**src/rtl/cpu_pkg.sv**
```systemverilog
// Shared CPU constants and the writeback result record.
// Used by wb_unit, wb_fifo and wb_unit_if.
package cpu_pkg;

    localparam int DATA_W   = 16;
    localparam int ADDR_W   = 4;
    localparam int NUM_REGS = 12;

    typedef struct packed {
        logic [ADDR_W-1:0] rd;
        logic [DATA_W-1:0] data;
    } wb_entry_t;

    // Addresses NUM_REGS and above have no backing register.
    function automatic logic is_legal(input logic [ADDR_W-1:0] addr);
        return addr < ADDR_W'(NUM_REGS);
    endfunction

endpackage

```
**src/rtl/wb_unit_if.sv**
```systemverilog
// Writeback bus: ALU/memory result streams, issue/query and register-file write port.
// Macro WB_BYPASS_EN adds the forwarding outputs.
interface wb_unit_if;
    import cpu_pkg::*;

    logic              alu_valid;
    logic              alu_ready;
    logic [ADDR_W-1:0] alu_rd;
    logic [DATA_W-1:0] alu_data;
    logic              mem_valid;
    logic [ADDR_W-1:0] mem_rd;
    logic [DATA_W-1:0] mem_data;
    logic              issue_valid;
    logic [ADDR_W-1:0] issue_rd;
    logic [ADDR_W-1:0] q_a1;
    logic [ADDR_W-1:0] q_a2;
    logic              q_busy1;
    logic              q_busy2;
    logic              wre;
    logic [ADDR_W-1:0] a3;
    logic [DATA_W-1:0] wd3;
    logic              illegal_addr;
`ifdef WB_BYPASS_EN
    logic              fwd_hit1;
    logic              fwd_hit2;
    logic [DATA_W-1:0] fwd_data1;
    logic [DATA_W-1:0] fwd_data2;
`endif

    modport master (
        output alu_valid, alu_rd, alu_data, mem_valid, mem_rd, mem_data,
        output issue_valid, issue_rd, q_a1, q_a2,
        input  alu_ready, q_busy1, q_busy2, wre, a3, wd3, illegal_addr
`ifdef WB_BYPASS_EN
        , input fwd_hit1, fwd_hit2, fwd_data1, fwd_data2
`endif
    );

    modport slave (
        input  alu_valid, alu_rd, alu_data, mem_valid, mem_rd, mem_data,
        input  issue_valid, issue_rd, q_a1, q_a2,
        output alu_ready, q_busy1, q_busy2, wre, a3, wd3, illegal_addr
`ifdef WB_BYPASS_EN
        , output fwd_hit1, fwd_hit2, fwd_data1, fwd_data2
`endif
    );

endinterface

```
**src/rtl/wb_fifo.sv**
```systemverilog
// Small power-of-two FIFO of writeback entries buffering back-pressured ALU results.
// Head entry is visible combinationally so the arbiter can pop it in the same cycle.
module wb_fifo
    import cpu_pkg::*;
#(
    parameter int DEPTH = 2,
    localparam int PTR_W = (DEPTH > 1) ? $clog2(DEPTH) : 1,
    localparam int CNT_W = $clog2(DEPTH) + 1
) (
    input  logic             clk,
    input  logic             rst_n,
    input  logic             i_push,
    input  wb_entry_t        i_din,
    input  logic             i_pop,
    output wb_entry_t        o_dout,
    output logic             o_full,
    output logic             o_empty,
    output logic [CNT_W-1:0] o_count
);

    wb_entry_t        r_mem [DEPTH];
    logic [PTR_W-1:0] r_wr_ptr;
    logic [PTR_W-1:0] r_rd_ptr;
    logic [CNT_W-1:0] r_count;

    // Storage carries no reset; validity is tracked by the count alone.
    always_ff @(posedge clk) begin
        if (i_push) begin
            r_mem[r_wr_ptr] <= i_din;
        end
    end

    always_ff @(posedge clk or negedge rst_n) begin
        if (!rst_n) begin
            r_wr_ptr <= '0;
            r_rd_ptr <= '0;
            r_count  <= '0;
        end else begin
            if (i_push) begin
                r_wr_ptr <= r_wr_ptr + 1'b1;
            end
            if (i_pop) begin
                r_rd_ptr <= r_rd_ptr + 1'b1;
            end
            if (i_push && !i_pop) begin
                r_count <= r_count + 1'b1;
            end else if (i_pop && !i_push) begin
                r_count <= r_count - 1'b1;
            end
        end
    end

    assign o_dout  = r_mem[r_rd_ptr];
    assign o_count = r_count;
    assign o_full  = (r_count == CNT_W'(DEPTH));
    assign o_empty = (r_count == '0);

endmodule

```
**src/rtl/wb_unit.sv**
```systemverilog
// Writeback stage: arbitrates load data and ALU results onto the register-file write
// port and tracks pending writes. Macro WB_BYPASS_EN enables same-cycle forwarding.
module wb_unit
    import cpu_pkg::*;
#(
    parameter int FIFO_DEPTH = 2
) (
    input  logic    clk,
    input  logic    rst_n,
    wb_unit_if.slave bus
);

    localparam int CNT_W = $clog2(FIFO_DEPTH) + 1;

    wb_entry_t          w_alu_ent;
    wb_entry_t          w_mem_ent;
    wb_entry_t          w_head;
    wb_entry_t          w_win;
    logic               w_win_valid;
    logic               w_win_legal;
    logic               w_fifo_full;
    logic               w_fifo_empty;
    logic [CNT_W-1:0]   w_count;
    logic               w_alu_acc;
    logic               w_push;
    logic               w_pop;
    logic [NUM_REGS-1:0] w_pend_next;
    logic               w_busy1;
    logic               w_busy2;

    logic               r_wre;
    logic [ADDR_W-1:0]  r_a3;
    logic [DATA_W-1:0]  r_wd3;
    logic               r_illegal;
    logic [NUM_REGS-1:0] r_pending;

    assign w_alu_ent     = '{rd: bus.alu_rd, data: bus.alu_data};
    assign w_mem_ent     = '{rd: bus.mem_rd, data: bus.mem_data};
    assign bus.alu_ready = (w_count != CNT_W'(FIFO_DEPTH));
    assign w_alu_acc     = bus.alu_valid && bus.alu_ready;

    wb_fifo #(.DEPTH(FIFO_DEPTH)) u_fifo (
        .clk     (clk),
        .rst_n   (rst_n),
        .i_push  (w_push),
        .i_din   (w_alu_ent),
        .i_pop   (w_pop),
        .o_dout  (w_head),
        .o_full  (w_fifo_full),
        .o_empty (w_fifo_empty),
        .o_count (w_count)
    );

    // Loads never stall, so they win; buffered ALU results drain before new ones.
    always_comb begin
        w_win       = w_mem_ent;
        w_win_valid = 1'b1;
        w_pop       = 1'b0;
        w_push      = 1'b0;
        if (bus.mem_valid) begin
            w_push = w_alu_acc && !w_fifo_full;
        end else if (!w_fifo_empty) begin
            w_win  = w_head;
            w_pop  = 1'b1;
            w_push = w_alu_acc;
        end else if (w_alu_acc) begin
            w_win = w_alu_ent;
        end else begin
            w_win_valid = 1'b0;
        end
    end

    assign w_win_legal = is_legal(w_win.rd);

    always_ff @(posedge clk or negedge rst_n) begin
        if (!rst_n) begin
            r_wre     <= 1'b0;
            r_a3      <= '0;
            r_wd3     <= '0;
            r_illegal <= 1'b0;
        end else begin
            r_wre     <= w_win_valid && w_win_legal;
            r_illegal <= w_win_valid && !w_win_legal;
            if (w_win_valid && w_win_legal) begin
                r_a3  <= w_win.rd;
                r_wd3 <= w_win.data;
            end
        end
    end

    // A new issue to the register being committed keeps it pending.
    generate
        for (genvar gi = 0; gi < NUM_REGS; gi++) begin : g_pend
            assign w_pend_next[gi] =
                (bus.issue_valid && bus.issue_rd == ADDR_W'(gi)) ||
                (r_pending[gi] && !(r_wre && r_a3 == ADDR_W'(gi)));
        end
    endgenerate

    always_ff @(posedge clk or negedge rst_n) begin
        if (!rst_n) begin
            r_pending <= '0;
        end else begin
            r_pending <= w_pend_next;
        end
    end

    assign w_busy1 = is_legal(bus.q_a1) ? r_pending[bus.q_a1] : 1'b0;
    assign w_busy2 = is_legal(bus.q_a2) ? r_pending[bus.q_a2] : 1'b0;

`ifdef WB_BYPASS_EN
    assign bus.fwd_hit1  = r_wre && (r_a3 == bus.q_a1) && is_legal(bus.q_a1);
    assign bus.fwd_hit2  = r_wre && (r_a3 == bus.q_a2) && is_legal(bus.q_a2);
    assign bus.fwd_data1 = r_wd3;
    assign bus.fwd_data2 = r_wd3;
    assign bus.q_busy1   = w_busy1 && !bus.fwd_hit1;
    assign bus.q_busy2   = w_busy2 && !bus.fwd_hit2;
`else
    assign bus.q_busy1   = w_busy1;
    assign bus.q_busy2   = w_busy2;
`endif

    assign bus.wre          = r_wre;
    assign bus.a3           = r_a3;
    assign bus.wd3          = r_wd3;
    assign bus.illegal_addr = r_illegal;

endmodule

```
**src/flat_wrapper.sv**
```systemverilog
// flat-port wrapper written by rule: the top's interface ports become plain ports
module wb_unit_flat import cpu_pkg::*;
#(
    parameter int FIFO_DEPTH = 2
)
  (clk, rst_n, bus_alu_valid, bus_alu_rd, bus_alu_data, bus_mem_valid, bus_mem_rd, bus_mem_data, bus_issue_valid, bus_issue_rd, bus_q_a1, bus_q_a2, bus_alu_ready, bus_q_busy1, bus_q_busy2, bus_wre, bus_a3, bus_wd3, bus_illegal_addr);
  wb_unit_if bus_i ();
  input  logic clk;
  input  logic rst_n;
  input wire logic [$bits(bus_i.alu_valid)-1:0] bus_alu_valid;
  input wire logic [$bits(bus_i.alu_rd)-1:0] bus_alu_rd;
  input wire logic [$bits(bus_i.alu_data)-1:0] bus_alu_data;
  input wire logic [$bits(bus_i.mem_valid)-1:0] bus_mem_valid;
  input wire logic [$bits(bus_i.mem_rd)-1:0] bus_mem_rd;
  input wire logic [$bits(bus_i.mem_data)-1:0] bus_mem_data;
  input wire logic [$bits(bus_i.issue_valid)-1:0] bus_issue_valid;
  input wire logic [$bits(bus_i.issue_rd)-1:0] bus_issue_rd;
  input wire logic [$bits(bus_i.q_a1)-1:0] bus_q_a1;
  input wire logic [$bits(bus_i.q_a2)-1:0] bus_q_a2;
  output wire logic [$bits(bus_i.alu_ready)-1:0] bus_alu_ready;
  output wire logic [$bits(bus_i.q_busy1)-1:0] bus_q_busy1;
  output wire logic [$bits(bus_i.q_busy2)-1:0] bus_q_busy2;
  output wire logic [$bits(bus_i.wre)-1:0] bus_wre;
  output wire logic [$bits(bus_i.a3)-1:0] bus_a3;
  output wire logic [$bits(bus_i.wd3)-1:0] bus_wd3;
  output wire logic [$bits(bus_i.illegal_addr)-1:0] bus_illegal_addr;
  assign bus_i.alu_valid = bus_alu_valid;
  assign bus_i.alu_rd = bus_alu_rd;
  assign bus_i.alu_data = bus_alu_data;
  assign bus_i.mem_valid = bus_mem_valid;
  assign bus_i.mem_rd = bus_mem_rd;
  assign bus_i.mem_data = bus_mem_data;
  assign bus_i.issue_valid = bus_issue_valid;
  assign bus_i.issue_rd = bus_issue_rd;
  assign bus_i.q_a1 = bus_q_a1;
  assign bus_i.q_a2 = bus_q_a2;
  assign bus_alu_ready = bus_i.alu_ready;
  assign bus_q_busy1 = bus_i.q_busy1;
  assign bus_q_busy2 = bus_i.q_busy2;
  assign bus_wre = bus_i.wre;
  assign bus_a3 = bus_i.a3;
  assign bus_wd3 = bus_i.wd3;
  assign bus_illegal_addr = bus_i.illegal_addr;
  wb_unit #(.FIFO_DEPTH(FIFO_DEPTH)) u_core (.clk(clk), .rst_n(rst_n), .bus(bus_i));
endmodule
```
**config.mk**
```make
export PLATFORM = sky130hd
export DESIGN_NAME = wb_unit_flat
export DESIGN_NICKNAME = d
export VERILOG_FILES = /design/src/rtl/cpu_pkg.sv /design/src/rtl/wb_unit_if.sv /design/src/rtl/wb_fifo.sv /design/src/rtl/wb_unit.sv /design/src/flat_wrapper.sv
export SDC_FILE = /design/constraint.sdc
export NUM_CORES = 1
export LEC_CHECK = 0
export BUFFER_PORTS_ARGS = -buffer_cell sky130_fd_sc_hd__buf_4
export CORE_ASPECT_RATIO = 2
export CORE_MARGIN = 8
export CORE_UTILIZATION = 44
export DETAILED_ROUTE_END_ITERATION = 10
export PLACE_DENSITY = 0.66
export SYNTH_ARGS = -nofsm -noshare
export SYNTH_HDL_FRONTEND = slang
export SYNTH_HIERARCHICAL = 1
export SYNTH_SLANG_ARGS = --single-unit
```
**constraint.sdc**
```tcl
create_clock -name clk -period 4.1 [get_ports clk]
set_input_delay 1.025 -clock clk [delete_from_list [all_inputs] [get_ports clk]]
set_output_delay 1.025 -clock clk [all_outputs]
set_load 0.02 [all_outputs]
```
==> impl_metrics.py, run 1 <==
metrics = {
    "cells_and_area": {
        "drive_gt1_share_pct": 32.8,
        "register_area_mm2": 0.00215,
        "syn_to_final_growth_pct": 23.3,
        "nets": 453,
        "fin_util_pct": 55.0,
        "final_cell_area_mm2": 0.00489,
        "fillCellCount": 751,
        "diodes": 0,
        "multiInputGateArea_mm2": 0.00166,
    },
    "timing": {
        "finalSetupViolCount": 0,
        "slew_violations": 0,
        "worst_slew_pin_slew_ns": 0.716,
        "hold_viol": 0,
        "finClkSkew_ns": 0.00815,
        "min_period_ns": 3.21,
        "slew_headroom_pct": 52.3,
        "rsz0062_at_grt": "false",
        "max_freq_mhz": 312,
        "post-route-period-util_pct": 78.2,
        "fin_setup_tns_ns": 0,
    },
    "placement": {
        "place_congestion": 0.896,
        "port_buffers": 81,
        "place_area_mm2": 0.00461,
        "hpwl_um": 7970,
    },
    "drt": {
        "first_pass_iters": 4,
        "ant_nets": 0,
        "viasPerCell": 5.77,
        "vias": 2898,
        "top_layer": "met4",
        "drc_errors": 0,
        "m1WireLength_um": 3750,
        "routedWlPerCell_um": 20.1,
        "dr_wl_met3_um": 397,
        "routed_wl_um": 10100,
        "dr_wl_met2_um": 5570,
        "drtIter0Drc": 143,
    },
    "power": {
        "power_mw": 3.40,
        "powerDensity_mw_per_mm2": 696,
        "p_leak_nw": 1.95,
        "irDropWorstVdd_mv": 0.359,
    },
    "worst_hold_path": {
        "min_path_type": "reg -> reg",
    },
    "logic_synthesis": {
        "ys_seq_area_share_pct": 54.3,
        "synth_edf_count": 40,
        "ys_top_cells_by_area": "edfxtp_1, dfrtp_1, mux2_4",
        "yosys_warnings": 6,
        "synth-async-reset-ratio_pct": 48.7,
        "synth_top_area_cell": "edfxtp_1",
        "synth_seq_cells": 78,
        "synth_cell_types": 39,
        "synthTopCellsByCount": "a21oi_1, edfxtp_1, dfrtp_1",
        "syn_inst": 321,
        "syn-num-nets": 379,
        "postSynthAreaPerCell_um2": 12.3,
        "synth_top_area_share_pct": 30.3,
        "synthFlopType": "edfxtp_1",
        "syn_area_mm2": 0.00396,
    },
    "setup_path": {
        "cp_slowest_stage_delay_ns": 0.48,
        "cp_common_cell": "buf_4",
        "critPathBufInv": 2,
        "arrival_ns": 2.18,
        "cpLargestDelayFamily": "multiplexers",
        "path_max_fanout": 3,
        "endpoint_kind": "primary output",
        "path_cells": "buf_4 > mux4_2 > nor2b_1 > a211oi_1 > a21oi_1 > buf_4",
        "start_kind": "primary input",
        "critPathKind": "in -> out",
        "worst-endpoint-required_ns": 3.07,
        "crit_slowest_cell": "mux4_2",
    },
    "outcome": {
        "status": "finished clean",
    },
    "floorplan": {
        "die_area_mm2": 0.0125,
        "io_pins": 82,
        "floorplan.initialDensity_pct": 44.6,
        "core_mm2": 0.00889,
        "die_w_um": 83.1,
        "die_y_um": 150,
        "num_rows": 49,
    },
    "global_routing": {
        "antenna_found_initial": 0,
        "overflow": 0,
        "grt_util_all_layers_pct": 16.2,
        "grt_pass1_wl_um": 16000,
        "grt_max_degree": 41,
        "grt_pass1_vias": 3011,
    },
    "clock_tree": {
        "cts_setup_buffers": 0,
        "clkLatencyLatePin_ns": 0.33,
        "cts_max_level": 3,
        "cts.sinks": 78,
        "root_buffer": "clkbuf_16",
        "hold_buffers": 0,
        "cts_tree": "done",
        "cts.clk_slew.worst_paths_ns": 0.05,
        "numCtsBuffers": 9,
        "cts_resized": 0,
        "cts_max_path_buffers": 2,
    },
    "flow_run": {
        "cap_violations": 0,
    },
}
## state kept, by name (all words and copies together), names as in the netlist
name,cells
u_core/u_fifo/r_mem,40
u_core/bus.wd3,16
u_core/r_pending,12
u_core/bus.a3,4
u_core/u_fifo/o_count,2
u_core/bus.illegal_addr,1
u_core/bus.wre,1
u_core/u_fifo/r_rd_ptr,1
u_core/u_fifo/r_wr_ptr,1
## metal layers
metal / GRT usage (%) / vias to the layer above
li1: - / 1394
met1: 16.0 / 1391
met2: 29.6 / 88
met3: 4.44 / 25
met4: 8.94 / 0
met5: 0 / -
## cell families after synthesis
group	synth area share [%]
flops	54.3
compound gates	19.8
buf+inv	3.79
fa+ha+maj	0.316
mux	10.9
xor+xnor	1.11
simple gates	9.79
## worst paths after layout
| path | start | endpoint | slack, ns | cells after the start |
|---|---|---|---|---|
| setup reg to reg | u_core/u_fifo/o_count[0]$_DFFE_PN0P_ | u_core/bus.wd3[14]$_DFFE_PN0P_ | 1.46 | 7 |
| min in group asynchronous | rst_n | u_core/bus.wd3[11]$_DFFE_PN0P_ | 0.65 | 1 |
| hold reg to reg | u_core/u_fifo/o_count[1]$_DFFE_PN0P_ | u_core/u_fifo/o_count[1]$_DFFE_PN0P_ | 0.51 | 1 |
| hold / removal | u_core/u_fifo/o_count[1]$_DFFE_PN0P_ | u_core/u_fifo/o_count[1]$_DFFE_PN0P_ | 0.51 | 1 |
| setup / recovery | bus_q_a2[0] | bus_q_busy2 | 0.89 | 6 |
| max in group asynchronous | rst_n | u_core/r_pending[11]$_DFF_PN0_ | 3.11 | 1 |
## area by class of cell
cell class / count / share of cell area (%)
inverters: 5 / 0.384
repair buffers: 86 / 13.2
multi-input cells: 215 / 34.0
clock buffers: 13 / 4.92
clock inverters: 3 / 0.794
well taps: 102 / 2.61
flip-flops and latches: 78 / 44.0
## through the flow
| stage | setup WS, ns | instances | hold WS, ns |
|---|---|---|---|
| 5_1_grt | 0.813 | 502 | 0.528 |
| 4_1_cts | 0.884 | 502 | 0.514 |
| 3_3_place_gp | 0.875 | 486 | 0.489 |
| 2_1_floorplan | 0.730 | 321 | 0.455 |
| 3_5_place_dp | 0.884 | 486 | 0.503 |
| 6_report | 0.892 | 502 | 0.513 |
## power by group
part	internal [mW]	total [mW]	switching [mW]
clock network	0.468	0.742	0.274
logic	0.653	1.35	0.699
registers	1.10	1.31	0.208
## cells in the final DEF (no fill, tap or decap), types with 2 or more instances in the layout
cell	Yosys	routed
mux4_2	6	6
a21oi_1	40	40
buf_4	0	86
o21ba_1	2	2
nand2_1	4	4
nand3b_1	4	4
dfrtp_1	38	38
nor4b_1	18	18
nand2b_1	6	6
inv_1	2	2
inv_2	3	3
o21ai_1	15	15
or2_1	3	3
edfxtp_1	40	40
o21ai_0	28	28
a22o_1	18	18
xor2_1	4	4
nor2_1	5	5
mux2_4	19	19
nor2b_1	7	6
clkbuf_16	0	9
clkbuf_1	11	4
a311oi_1	2	2
or3b_1	2	2
o22ai_1	18	18
a211oi_1	2	2
Power figures use the tool's default switching activity.
==> run 2: changes to the inputs <==
--- a/config.mk
+++ b/config.mk
@@ -5,6 +5,7 @@
 export SDC_FILE = /design/constraint.sdc
 export NUM_CORES = 1
 export LEC_CHECK = 0
+export ABC_AREA = 1
 export BUFFER_PORTS_ARGS = -buffer_cell sky130_fd_sc_hd__buf_4
 export CORE_ASPECT_RATIO = 2
 export CORE_MARGIN = 8
==> constraint.sdc (replaced) <==
create_clock -name clk -period 3.15 [get_ports clk]
set_input_delay 0.7875 -clock clk [delete_from_list [all_inputs] [get_ports clk]]
set_output_delay 0.7875 -clock clk [all_outputs]
set_load 0.02 [all_outputs]
==> run 2 against run 1 <==
Against the previous run: worst hold slack lost 0.10 ns; sequential power up 26%; routed wire length increased by 3.0%; synthesized area is 0.25% higher; global-route usage rose by 0.70 points; die area is 0.22% higher; register-to-register slack got worse by 0.74 ns; clock power is 46% higher; synthesized cell count increased by 31%; sequential cell count stayed put; highest routed layer unchanged.
==> impl_metrics.py, run 2 <==
metrics = {
    "cells_and_area": {
        "largest-register": "u_core/u_fifo/r_mem",
        "diodes": 0,
        "syn_to_final_growth_pct": 25.1,
        "final_common_cell": "nand2_1",
        "layout_common_cells": "nand2_1, buf_4, nor2_1",
        "nets": 562,
        "drive_gt1_share_pct": 26.9,
        "largest_reg_flops": 40,
        "final_cell_area_mm2": 0.00497,
    },
    "logic_synthesis": {
        "postSynthAreaPerCell_um2": 9.44,
        "syn_inst": 421,
        "yosys_warnings": 6,
        "syn-num-nets": 479,
        "synth_seq_cells": 78,
        "yosysMostFrequentCell": "nand2_1",
        "ys_top_cells_by_area": "edfxtp_1, dfrtp_1, nand2_1",
        "synth_top_area_cell": "edfxtp_1",
        "ys_seq_area_share_pct": 54.2,
        "synth_cell_types": 28,
        "syn_area_mm2": 0.00397,
        "synthFlopType": "edfxtp_1",
        "synth_edf_count": 40,
        "synth_top_area_share_pct": 30.2,
        "synth-async-reset-ratio_pct": 48.7,
        "synthTopCellsByCount": "nand2_1, nor2_1, o21ai_0",
    },
    "timing": {
        "hold_viol": 0,
        "finClkSkew_ns": 0.00622,
        "max_freq_mhz": 392,
        "worst_slew_pin_slew_ns": 0.567,
        "slew_headroom_pct": 62.1,
        "hold_slack_ns": 0.413,
        "finalSetupViolCount": 0,
        "slew_violations": 0,
        "fin_setup_tns_ns": 0,
        "rsz0062_at_grt": "false",
        "min_period_ns": 2.55,
        "post-route-period-util_pct": 81.1,
    },
    "clock_tree": {
        "clkLatencyLatePin_ns": 0.34,
        "cts_tree": "done",
        "cts_resized": 0,
        "cts_max_path_buffers": 2,
        "cts.clk_slew.worst_paths_ns": 0.05,
        "cts_setup_buffers": 0,
        "cts_max_level": 3,
        "numCtsBuffers": 9,
        "cts.sinks": 78,
        "root_buffer": "clkbuf_16",
        "hold_buffers": 0,
    },
    "power": {
        "irDropWorstVdd_mv": 0.581,
        "p_leak_nw": 2.29,
        "powerDensity_mw_per_mm2": 960,
        "power_mw": 4.77,
    },
    "worst_hold_path": {
        "min_path_type": "in -> async",
    },
    "floorplan": {
        "die_area_mm2": 0.0125,
        "floorplan.initialDensity_pct": 44.7,
        "die_w_um": 83.2,
        "io_pins": 82,
        "core_mm2": 0.00889,
        "num_rows": 49,
        "die_y_um": 150,
    },
    "placement": {
        "place_congestion": 0.874,
        "port_buffers": 81,
        "place_area_mm2": 0.00465,
        "hpwl_um": 8300,
    },
    "global_routing": {
        "gr-max-usage-layer": "met2",
        "grt_util_all_layers_pct": 16.9,
        "grt_util_met3_pct": 3.09,
        "overflow": 0,
        "use_met2_pct": 33.3,
        "antenna_found_initial": 0,
        "grt_pass1_vias": 3368,
        "met1_usage_pct": 15.3,
        "grt_pass1_wl_um": 16700,
        "grt_max_degree": 39,
    },
    "drt": {
        "first_pass_iters": 5,
        "routedWlPerCell_um": 17.0,
        "drc_errors": 0,
        "ant_nets": 0,
        "viasPerCell": 5.12,
        "vias": 3128,
        "routed_wl_um": 10400,
        "drtIter0Drc": 248,
    },
    "setup_path": {
        "arrival_ns": 1.77,
        "path_max_fanout": 12,
        "worst-endpoint-required_ns": 2.36,
        "critPathKind": "in -> out",
        "start_kind": "primary input",
        "endpoint_kind": "primary output",
        "rrSetupSlack_ns": 0.72,
    },
    "flow_run": {
        "cap_violations": 0,
    },
    "outcome": {
        "status": "finished clean",
    },
}
-- run 2: cell count changes after synthesis, sizes merged, moves of 18 or more --
cell | previous run | this run
nor2 | 5 | 49
nor4b | 18 | 0
nor3 | 0 | 22
a22o | 18 | 0
o22ai | 18 | 0
a21oi | 41 | 6
nand3 | 1 | 30
inv | 5 | 35
nand2 | 4 | 104
-- run 2: final timing paths --
path	to	start	cells after the start
hold / removal	u_core/r_pending[5]$_DFF_PN0_	rst_n	1
hold reg to reg	u_core/r_pending[11]$_DFF_PN0_	u_core/r_pending[11]$_DFF_PN0_	2
min in group clk	u_core/r_pending[11]$_DFF_PN0_	u_core/r_pending[11]$_DFF_PN0_	2
setup / recovery	bus_q_busy2	bus_q_a2[0]	8
setup reg to reg	u_core/bus.wd3[1]$_DFFE_PN0P_	u_core/u_fifo/o_count[0]$_DFFE_PN0P_	10
max in group asynchronous	u_core/r_pending[3]$_DFF_PN0_	rst_n	1
-- run 2: through the flow --
step                setup slack, ns  util [%]  instances
floorplan                     0.279         -        421
global placement              0.648      52.4        595
detailed placement            0.620      52.4        595
CTS                           0.617      55.9        611
global route                  0.514      55.9        611
finish                        0.596      55.9        611
-- run 2: logic make-up (layout without fill, tap and decap cells) --
family	after synthesis	in the layout	share of synthesized area (%)
compound gates	57	57	7.87
xor+xnor	3	3	0.662
fa+ha+maj	1	1	0.315
buf+inv	54	142	6.58
flops	78	78	54.2
mux	20	20	7.46
simple gates	208	208	22.9
-- run 2: routing by layer --
| metal | part of all wire (%) | vias to the layer above |
|---|---|---|
| li1 | - | 1576 |
| met5 | 0 | - |
| met4 | 4.1 | 0 |
| met2 | 58 | 86 |
| met1 | 34 | 1443 |
| met3 | 3.9 | 23 |
-- run 2: report_power, final --
group / internal, mW / switching, mW
Sequential: 1.44 / 0.211
Clock: 0.691 / 0.390
Combinational: 0.808 / 1.23
-- run 2: area by class of cell --
class,count,area [um2]
clock buffer,10,229
inverter,36,138
tap,102,128
multi-input combinational,289,1560
sequential,78,2150
fill,793,3920
clock inverter,6,86.3
timing repair buffer,90,676
-- run 2: critical path, cell delays in order --
cell,delay (ns)
buf_4,0.15
o21ai_0,0.31
o21ai_0,0.13
nand2_1,0.08
nand2_1,0.06
nand2_1,0.05
nand2_1,0.04
buf_4,0.15
==> run 3: changes to the inputs <==
==> constraint.sdc (replaced) <==
create_clock -name clk -period 2.5 [get_ports clk]
set_input_delay 0.625 -clock clk [delete_from_list [all_inputs] [get_ports clk]]
set_output_delay 0.625 -clock clk [all_outputs]
set_load 0.02 [all_outputs]
==> run 3 against run 2 <==
Against the previous run: routed wire length grew 0.92%; sequential share of layout area grew 0.076 points; register-to-register slack lost 0.39 ns; first-iteration DRC count grew 23%; largest power group unchanged; largest cell class unchanged; utilization shrank 0.098 points; highest routed layer unchanged; worst hold slack lost 0.17 ns; sequential cell count is the same.
==> impl_metrics.py, run 3 (synthesis gave the netlist of run 2 again) <==
metrics = {
    "outcome": {
        "status": "finished clean",
    },
    "timing": {
        "fin_setup_tns_ns": 0,
        "slew_headroom_pct": 67.3,
        "max_freq_mhz": 433,
        "min_period_ns": 2.31,
        "hold_viol": 0,
        "rsz0062_at_grt": "false",
        "hold_slack_ns": 0.246,
        "slew_violations": 0,
        "post-route-period-util_pct": 92.5,
        "finClkSkew_ns": 0.00379,
        "worst_slew_pin_slew_ns": 0.487,
        "finalSetupViolCount": 0,
        "fin_ws_ns": 0.188,
    },
    "clock_tree": {
        "cts.clk_slew.worst_paths_ns": 0.05,
        "clkLatencyLatePin_ns": 0.34,
        "cts_tree": "done",
        "numCtsBuffers": 9,
        "cts_resized": 0,
        "cts.sinks": 78,
        "cts_setup_buffers": 0,
        "cts_max_level": 3,
        "hold_buffers": 0,
        "root_buffer": "clkbuf_16",
        "cts_max_path_buffers": 2,
    },
    "drt": {
        "drc_errors": 0,
        "first_pass_iters": 4,
        "ant_nets": 0,
        "routed_wl_um": 10500,
        "drtIter0Drc": 306,
        "viasPerCell": 5.21,
        "vias": 3176,
        "routedWlPerCell_um": 17.2,
    },
    "cells_and_area": {
        "final_cell_area_mm2": 0.00496,
        "drive_gt1_share_pct": 26.8,
        "layout_common_cells": "nand2_1, buf_4, nor2_1",
        "largest_reg_flops": 40,
        "fin_util_pct": 55.8,
        "diodes": 0,
        "nets": 561,
        "syn_to_final_growth_pct": 24.9,
        "largest-register": "u_core/u_fifo/r_mem",
        "fin_cells": 610,
        "fillCellCount": 820,
        "final_common_cell": "nand2_1",
    },
    "setup_path": {
        "critPathKind": "in -> out",
        "crit_slowest_cell": "o21ai_0",
        "start_kind": "primary input",
        "cp_slowest_stage_delay_ns": 0.32,
        "worst-endpoint-required_ns": 1.88,
        "path_max_fanout": 11,
        "endpoint_kind": "primary output",
        "arrival_ns": 1.69,
        "path_cells": "buf_4 > inv_1 > nand2_1 > nand2_1 > o21ai_0 > nand2_1 > nand2_1 > nor2_1 > nor2_1 > buf_4",
        "cp_common_cell": "nand2_1",
    },
    "power": {
        "p_sw_share_pct": 38.5,
        "seqPwrFrac_pct": 34.8,
        "powerDensity_mw_per_mm2": 1210,
        "internal_power_mw": 3.70,
        "p_comb_share_pct": 42.6,
        "power_mw": 6.01,
        "clkPwrFrac_pct": 22.6,
        "irDropWorstVdd_mv": 0.664,
        "p_sw_mw": 2.32,
        "p_leak_nw": 2.28,
    },
    "global_routing": {
        "grt_pass1_vias": 3371,
        "grt_util_all_layers_pct": 17.2,
        "antenna_found_initial": 0,
        "grt_pass1_wl_um": 16900,
        "overflow": 0,
        "grt_max_degree": 39,
    },
    "floorplan": {
        "die_area_mm2": 0.0125,
        "die_w_um": 83.2,
        "floorplan.initialDensity_pct": 44.7,
        "die_y_um": 150,
        "core_mm2": 0.00889,
        "num_rows": 49,
        "io_pins": 82,
    },
    "placement": {
        "port_buffers": 81,
        "place_inst": 594,
        "place_area_mm2": 0.00465,
        "place_ws_ns": 0.117,
        "place_congestion": 0.835,
        "hpwl_um": 8320,
    },
    "worst_hold_path": {
        "min_path_type": "in -> async",
    },
    "flow_run": {
        "cap_violations": 0,
    },
}
==> run 3: cell count changes in the layout (fill, tap and decap cells not counted) <==
cell,previous run,this run
buf_4,90,89
clkbuf_1,1,0
clkinv_1,1,2
clkinv_4,1,0
clkinvlp_4,1,2
==> run 3: final timing paths <==
path,slack (ns),to,startpoint,cells past startpoint
min reg2reg,0.50,u_core/u_fifo/r_wr_ptr$_DFFE_PN0P_,u_core/u_fifo/r_wr_ptr$_DFFE_PN0P_,1
min,0.25,u_core/r_pending[6]$_DFF_PN0_,rst_n,1
max,0.19,bus_q_busy1,bus_q_a1[0],10
min in group clk,0.48,u_core/u_fifo/r_mem[0][4]$_DFFE_PP_,bus_alu_data[4],1
max in group asynchronous,1.91,u_core/bus.wd3[8]$_DFFE_PN0P_,rst_n,1
max reg2reg,0.33,u_core/bus.wd3[14]$_DFFE_PN0P_,u_core/u_fifo/o_count[0]$_DFFE_PN0P_,10
==> run 3: power groups by stage <==
stage | Sequential [mW] | Combinational, mW | Clock (mW)
floorplan | 2.25 | 1.60 | 0
global placement | 2.10 | 2.51 | 0
detailed placement | 2.11 | 2.57 | 0
CTS | 2.09 | 2.59 | 1.39
global route | 2.13 | 2.83 | 1.45
finish | 2.09 | 2.56 | 1.36
==> run 3: final cells by class <==
| class | count | area [um2] | share of cell area (%) |
|---|---|---|---|
| clock buffer | 9 | 225 | 4.54 |
| clock inverter | 7 | 88.8 | 1.79 |
| inverter | 36 | 138 | 2.77 |
| multi-input combinational | 289 | 1560 | 31.5 |
| sequential | 78 | 2150 | 43.4 |
| tap | 102 | 128 | 2.57 |
| timing repair buffer | 89 | 668 | 13.5 |
==> run 3: critical path, delay by kind of cell <==
family	cells	cell delay, ns
simple gates	6	0.37
compound gates	1	0.32
buf+inv	3	0.37
==> run 3: layer usage <==
layer	part of all wire (%)	vias to the layer above	global-route usage (%)	wire, um
li1	-	1568	-	-
met1	34	1488	16.0	3610
met2	59	96	32.9	6150
met3	4.0	24	4.06	420
met4	3.1	0	9.91	326
met5	0	-	0	0
